===== src/rtl/opti_sos_out_buf_pkg.sv =====
// Shared constants for the SOS cascade: sample width, gain Q-format and
// saturation limits used by the SOS stages, coefficient loader and output buffer.
package opti_sos_out_buf_pkg;

    localparam int SOS_DATA_W    = 24;
    localparam int SOS_GAIN_FRAC = 22;

    // Q2.22 representation of 1.0
    localparam logic [SOS_DATA_W-1:0] SOS_Q_ONE   = 24'h400000;

    // Two's complement clamp limits for a SOS_DATA_W sample
    localparam logic [SOS_DATA_W-1:0] SOS_SAT_MAX = 24'h7FFFFF;
    localparam logic [SOS_DATA_W-1:0] SOS_SAT_MIN = 24'h800000;

endpackage


===== src/rtl/opti_sync_fifo.sv =====
// Single-clock FIFO with occupancy count.
// Handshake contract: the owner asserts push only when !full or when pop is
// asserted in the same cycle, and asserts pop only when !empty. A push and a
// pop in the same cycle leave the level unchanged. dout shows the head entry
// whenever !empty and reads as zero when empty.
module opti_sync_fifo
    import opti_sos_out_buf_pkg::*;
#(
    parameter int DEPTH  = 16,
    parameter int DATA_W = SOS_DATA_W
) (
    input  logic                       clk,
    input  logic                       rst,
    input  logic                       push,
    input  logic [DATA_W-1:0]          din,
    input  logic                       pop,
    output logic [DATA_W-1:0]          dout,
    output logic                       full,
    output logic                       empty,
    output logic [$clog2(DEPTH):0]     level
);

    localparam int AW = $clog2(DEPTH);
    localparam int LW = AW + 1;

    logic [DATA_W-1:0] mem_q [DEPTH];
    logic [DATA_W-1:0] mem_d [DEPTH];
    logic [AW-1:0]     wr_ptr_q, wr_ptr_d;
    logic [AW-1:0]     rd_ptr_q, rd_ptr_d;
    logic [LW-1:0]     level_q, level_d;

    // Pointer, storage and occupancy updates; pointers wrap naturally mod DEPTH
    always_comb begin
        mem_d    = mem_q;
        wr_ptr_d = wr_ptr_q;
        rd_ptr_d = rd_ptr_q;
        level_d  = level_q;
        if (push) begin
            mem_d[wr_ptr_q] = din;
            wr_ptr_d        = wr_ptr_q + AW'(1);
        end
        if (pop) begin
            rd_ptr_d = rd_ptr_q + AW'(1);
        end
        case ({push, pop})
            2'b10:   level_d = level_q + LW'(1);
            2'b01:   level_d = level_q - LW'(1);
            default: level_d = level_q;
        endcase
    end

    // Control state register with synchronous reset
    always_ff @(posedge clk) begin
        if (rst) begin
            wr_ptr_q <= '0;
            rd_ptr_q <= '0;
            level_q  <= '0;
        end else begin
            wr_ptr_q <= wr_ptr_d;
            rd_ptr_q <= rd_ptr_d;
            level_q  <= level_d;
        end
    end

    // Storage array; contents are don't-care until written, so no reset
    always_ff @(posedge clk) begin
        mem_q <= mem_d;
    end

    assign full  = (level_q == LW'(DEPTH));
    assign empty = (level_q == '0);
    assign level = level_q;
    assign dout  = empty ? '0 : mem_q[rd_ptr_q];

endmodule


===== src/rtl/opti_sos_out_buf.sv =====
// Output stage of the SOS cascade: Q2.22 gain, round-half-up, saturate, then
// buffer into a FIFO. The upstream chain cannot stall, so a full FIFO drops
// the incoming sample and counts it instead of applying backpressure.
// Consumer handshake: a sample transfers on a cycle where out_valid and
// out_ready are both high; out_data holds steady while out_valid & !out_ready.
module opti_sos_out_buf
    import opti_sos_out_buf_pkg::*;
#(
    parameter int DATA_W    = SOS_DATA_W,
    parameter int GAIN_FRAC = SOS_GAIN_FRAC,
    parameter int DEPTH     = 16,
    parameter int CNT_W     = 16
) (
    input  logic                   clk,
    input  logic                   rst,
    input  logic                   in_valid,
    input  logic [DATA_W-1:0]      in_data,
    input  logic [DATA_W-1:0]      gain,
    output logic                   out_valid,
    output logic [DATA_W-1:0]      out_data,
    input  logic                   out_ready,
    output logic [$clog2(DEPTH):0] level,
    output logic                   sat_sticky,
    output logic                   ovf_sticky,
    output logic [CNT_W-1:0]       drop_cnt,
    input  logic                   flag_clr
);

    localparam int PW = 2 * DATA_W;

    // Half an LSB of the result, added before the arithmetic shift
    localparam logic signed [PW-1:0] RND =
        {{(PW-GAIN_FRAC){1'b0}}, 1'b1, {(GAIN_FRAC-1){1'b0}}};
    // Clamp limits, sign-extended to product width for comparison
    localparam logic signed [PW-1:0] MAX_W =
        {{(DATA_W+1){1'b0}}, {(DATA_W-1){1'b1}}};
    localparam logic signed [PW-1:0] MIN_W =
        {{(DATA_W+1){1'b1}}, {(DATA_W-1){1'b0}}};
    localparam logic [DATA_W-1:0] SMAX = {1'b0, {(DATA_W-1){1'b1}}};
    localparam logic [DATA_W-1:0] SMIN = {1'b1, {(DATA_W-1){1'b0}}};

    logic signed [PW-1:0] in_ext, gain_ext;
    logic signed [PW-1:0] p_q, p_d;
    logic                 v1_q, v1_d;
    logic signed [PW-1:0] sum, shifted;
    logic                 clamp_hi, clamp_lo, sat_evt;
    logic [DATA_W-1:0]    res_q, res_d;
    logic                 v2_q, v2_d;
    logic                 sat_q, sat_d;
    logic                 ovf_q, ovf_d;
    logic [CNT_W-1:0]     drop_q, drop_d;
    logic                 fifo_full, fifo_empty;
    logic                 push, pop, drop;

    assign in_ext   = {{DATA_W{in_data[DATA_W-1]}}, in_data};
    assign gain_ext = {{DATA_W{gain[DATA_W-1]}}, gain};

    // S1: full-precision signed product, captured only on a valid sample
    always_comb begin
        v1_d = in_valid;
        p_d  = p_q;
        if (in_valid) begin
            p_d = in_ext * gain_ext;
        end
    end

    // S2: round half up, drop the fractional bits, clamp to sample range
    always_comb begin
        sum      = p_q + RND;
        shifted  = sum >>> GAIN_FRAC;
        clamp_hi = (shifted > MAX_W);
        clamp_lo = (shifted < MIN_W);
        sat_evt  = v1_q & (clamp_hi | clamp_lo);
        v2_d     = v1_q;
        res_d    = res_q;
        if (v1_q) begin
            if (clamp_hi)      res_d = SMAX;
            else if (clamp_lo) res_d = SMIN;
            else               res_d = shifted[DATA_W-1:0];
        end
    end

    // FIFO write/drop decision and sticky status; flag_clr beats any set
    always_comb begin
        pop    = ~fifo_empty & out_ready;
        push   = v2_q & (~fifo_full | pop);
        drop   = v2_q & fifo_full & ~pop;
        sat_d  = sat_q | sat_evt;
        ovf_d  = ovf_q | drop;
        drop_d = drop_q;
        if (drop && !(&drop_q)) begin
            drop_d = drop_q + CNT_W'(1);
        end
        if (flag_clr) begin
            sat_d  = 1'b0;
            ovf_d  = 1'b0;
            drop_d = '0;
        end
    end

    // Pipeline and status registers with synchronous reset
    always_ff @(posedge clk) begin
        if (rst) begin
            v1_q   <= 1'b0;
            p_q    <= '0;
            v2_q   <= 1'b0;
            res_q  <= '0;
            sat_q  <= 1'b0;
            ovf_q  <= 1'b0;
            drop_q <= '0;
        end else begin
            v1_q   <= v1_d;
            p_q    <= p_d;
            v2_q   <= v2_d;
            res_q  <= res_d;
            sat_q  <= sat_d;
            ovf_q  <= ovf_d;
            drop_q <= drop_d;
        end
    end

    opti_sync_fifo #(
        .DEPTH  (DEPTH),
        .DATA_W (DATA_W)
    ) u_fifo (
        .clk   (clk),
        .rst   (rst),
        .push  (push),
        .din   (res_q),
        .pop   (pop),
        .dout  (out_data),
        .full  (fifo_full),
        .empty (fifo_empty),
        .level (level)
    );

    assign out_valid  = ~fifo_empty;
    assign sat_sticky = sat_q;
    assign ovf_sticky = ovf_q;
    assign drop_cnt   = drop_q;

endmodule


===== config.mk =====
export PLATFORM = sky130hd
export DESIGN_NAME = opti_sos_out_buf
export DESIGN_NICKNAME = d
export VERILOG_FILES = /design/src/rtl/opti_sos_out_buf_pkg.sv /design/src/rtl/opti_sync_fifo.sv /design/src/rtl/opti_sos_out_buf.sv
export SDC_FILE = /design/constraint.sdc
export NUM_CORES = 2
export LEC_CHECK = 0
export BUFFER_PORTS_ARGS = -buffer_cell sky130_fd_sc_hd__buf_2
export CORE_UTILIZATION = 60
export DETAILED_ROUTE_END_ITERATION = 16
export GPL_ROUTABILITY_DRIVEN = 1
export PLACE_DENSITY = 0.77
export RECOVER_POWER = 50
export SKIP_CTS_REPAIR_TIMING = 1
export SLEW_MARGIN = 20
export SYNTH_ARGS = -nofsm -noshare
export SYNTH_HDL_FRONTEND = slang
export SYNTH_SLANG_ARGS = --single-unit

===== constraint.sdc =====
create_clock -name clk -period 8 [get_ports clk]
set_clock_uncertainty 0.1 [all_clocks]
set_input_delay 0.4 -clock clk [delete_from_list [all_inputs] [get_ports clk]]
set_output_delay 0.4 -clock clk [all_outputs]
set_load 0.005 [all_outputs]

==> key figures <==
Outcome
  – Outcome: finished with violations
  – Failing checks: capacitance limit, slew limit

Worst hold path
  – Hold Startpoint: out_ready
  – Hold path depth: 4
  – Worst Hold End: ovf_sticky
  – Min-Delay Path Class: in2reg

Layout
  – Commonest non-fill, non-tap cell in the layout: fa_1
  – NumNets Final: 4075
  – Syn-to-layout area delta: 6.88%
  – Final design utilization: 64.7%
  – Share of layout cells above drive strength 1: 9.89%
  – Most frequent cells in the layout: 607 x fa_1, 606 x inv_1, 384 x edfxtp_1
  – Fillers: 4651

Critical path
  – R2R Path Start: u_fifo.level[0]
  – Crit end category: flop
  – Slowest cell on the critical path: fa_1
  – CP Data Arrival Time: 7.66 ns
  – Worst Reg-to-Reg Cells: 13
  – WP buf/inv: 6
  – Delay-heaviest family, CP: adder cells
  – Reg2reg setup slack: 3.88 ns
  – CP peak stage delay: 0.58 ns
  – CP required: 8.33 ns
  – Critical Path Stages: 24
  – Kind of critical path: in2reg
  – CP Launch Point: gain[15]
  – Worst Path Max Fanout: 24
  – Worst reg2reg endpoint: u_fifo.level[4]
  – CP dominant cell by count: fa_1
  – Worst-path cell chain: buf_2, nand2_1, fa_1, inv_1, fa_1, inv_1, fa_1, inv_1, fa_1, fa_1, fa_1, inv_1, fa_1, inv_1, ha_1, nand3_1, o221ai_1, a21oi_1, o211ai_1, o21ai_0, a21o_1, o211ai_1, a2111o_1, o221ai_1
  – Crit path launch type: input pin

STA
  – Unrepaired setup endpoints after global routing: false
  – Setup Viol. Count Final: 0
  – Least-Margin Pin Slew: 3.03 ns
  – Worst setup margin: 0.670 ns
  – Worst rel slew slack: -102%
  – Top achievable clock speed: 0.136 GHz
  – Period utilization: 91.6%
  – Final hold viol count: 0
  – Final slew viol count: 121
  – Hold WS: 0.170 ns
  – Setup TNS: 0 ns
  – Minimum clock period: 7.33 ns

Global routing
  – First-pass GRT wire length: 151000 um
  – Largest net degree at the start of global routing: 69
  – Initial antenna violation count: 2
  – Global route overflow: 0
  – Number of global-route vias before repair: 27000
  – All-Layer GR Usage: 30.1%

Logic synthesis
  – Synth Area per Inst: 12.0 um2
  – Gate Count Post-Synth: 3254
  – Area fraction of the dominant cell type after synthesis: 31.2%
  – Synth top area cells: fa_1 31%, edfxtp_1 30%, mux4_2 6.9%
  – Post-synth top flop: edfxtp_1
  – Async SR Flop Fraction: 0%
  – Seq/Total Area, Yosys: 33.9%
  – Yosys top cell by area: fa_1
  – Library cells used by synthesis: 64
  – Mapped Area: 39000 um2
  – Post-Syn Nets: 4055
  – #FFs+latches synth: 468
  – Yosys warns: 0
  – Number of synthesized flops with an enable pin: 384

CTS
  – Clock Path Buffers: 3
  – CTS Buf Count: 41
  – Worst-path clk slew: 0.06 ns
  – CTS Sinks: 468
  – Htree depth: 2
  – CTS root buf: clkbuf_16
  – Clock Latency Late Sink: 0.54 ns
  – CTS tree: done

Routing
  – Vias per Instance: 5.89
  – Wirelength per Cell: 23.0 um
  – Via Count: 24500
  – Routed wire length: 95700 um
  – DRT antenna net count: 0
  – 1st-iter DRT viols: 1994
  – 1st-pass router iterations: 11
  – Drt drc: 0

Placed design
  – Placer Congestion: 0.911
  – Post-DP HPWL: 65900 um
  – Place WS: 0.241 ns
  – Number of port buffers: 100

Floorplan
  – Die Ht: 257 um
  – Initial Util: 60.6%
  – Die Span X: 257 um
  – Die area: 66000 um2
  – Row cnt: 93
  – I/O pin count: 101
  – Core area: 64300 um2

Job
  – Max-Cap Viols: 3
[cells by family (layout without fill, tap and decap cells)]
| kind of cell | after synthesis | in the layout | synth area share [%] |
|---|---|---|---|
| flops | 468 | 468 | 33.9 |
| simple gates | 888 | 888 | 11.2 |
| compound gates | 184 | 184 | 3.00 |
| fa+ha+maj | 748 | 748 | 35.7 |
| other cells | 0 | 2 | 0 |
| buf+inv | 766 | 818 | 7.44 |
| mux | 128 | 128 | 7.14 |
| xor+xnor | 72 | 72 | 1.62 |
[metal layers]
| metal | wire, um | track usage, % |
|---|---|---|
| met4 | 2670 | 8.45 |
| met5 | 0 | 0 |
| met2 | 48600 | 52.7 |
| met3 | 8180 | 4.84 |
| met1 | 36200 | 38.8 |
[flip-flops by register name (all words and copies together), names as in the netlist]
name             count
u_fifo.mem_q       384
p_q                 27
res_q               24
drop_cnt            16
u_fifo.level         5
u_fifo.rd_ptr_q      4
u_fifo.wr_ptr_q      4
ovf_sticky           1
sat_sticky           1
v1_q                 1
v2_q                 1
[layout make-up]
cell class	count	area (um2)	share of cell area [%]
antenna	2	5.00	0.0120
clock buffer	54	1140	2.73
multi-input combinational	2020	22900	55.0
inverter	607	2280	5.47
clock inverter	21	300	0.721
tap	855	1070	2.57
sequential	468	13200	31.7
timing repair buffer	136	742	1.78
[through the flow]
step | instance area (um2) | std cells
2_1_floorplan | 39000 | 3254
3_3_place_gp | 40300 | 4086
3_5_place_dp | 40300 | 4086
4_1_cts | 41700 | 4161
5_1_grt | 41700 | 4163
6_report | 41700 | 4163
[Yosys cell counts (6+ instances only)]
master	number
nand2_1	347
a21oi_1	67
nand3_1	24
xnor2_1	39
xor2_1	33
a21o_1	21
inv_1	606
nor3_1	38
mux2i_1	8
and2_1	289
and3_1	8
or3_1	8
dfxtp_1	84
o211ai_1	6
ha_1	141
nor2_1	119
nand4_1	18
fa_1	607
mux4_2	120
a211oi_1	11
clkbuf_1	135
edfxtp_1	384
buf_1	15
o21ai_0	31
a31oi_1	7
nand2b_1	14
o21a_1	7
[tightest hold or removal path, stage by stage]
cell and delay [ns]:
buf_2 0.10, inv_1 0.05, nand4_1 0.13, a21oi_1 0.08
[worst max-delay path by stage]
stage / end / slack, ns
2_1_floorplan: p_q[37] / 1.21
3_3_place_gp: p_q[37] / 0.43
3_5_place_dp: p_q[45] / 0.24
4_1_cts: p_q[45] / 0.80
5_1_grt: p_q[37] / 0.38
6_report: p_q[45] / 0.67
Power is left out: the tool's default activity adds up to more than one toggle a clock period on the data nets, which glitch-free logic cannot reach.
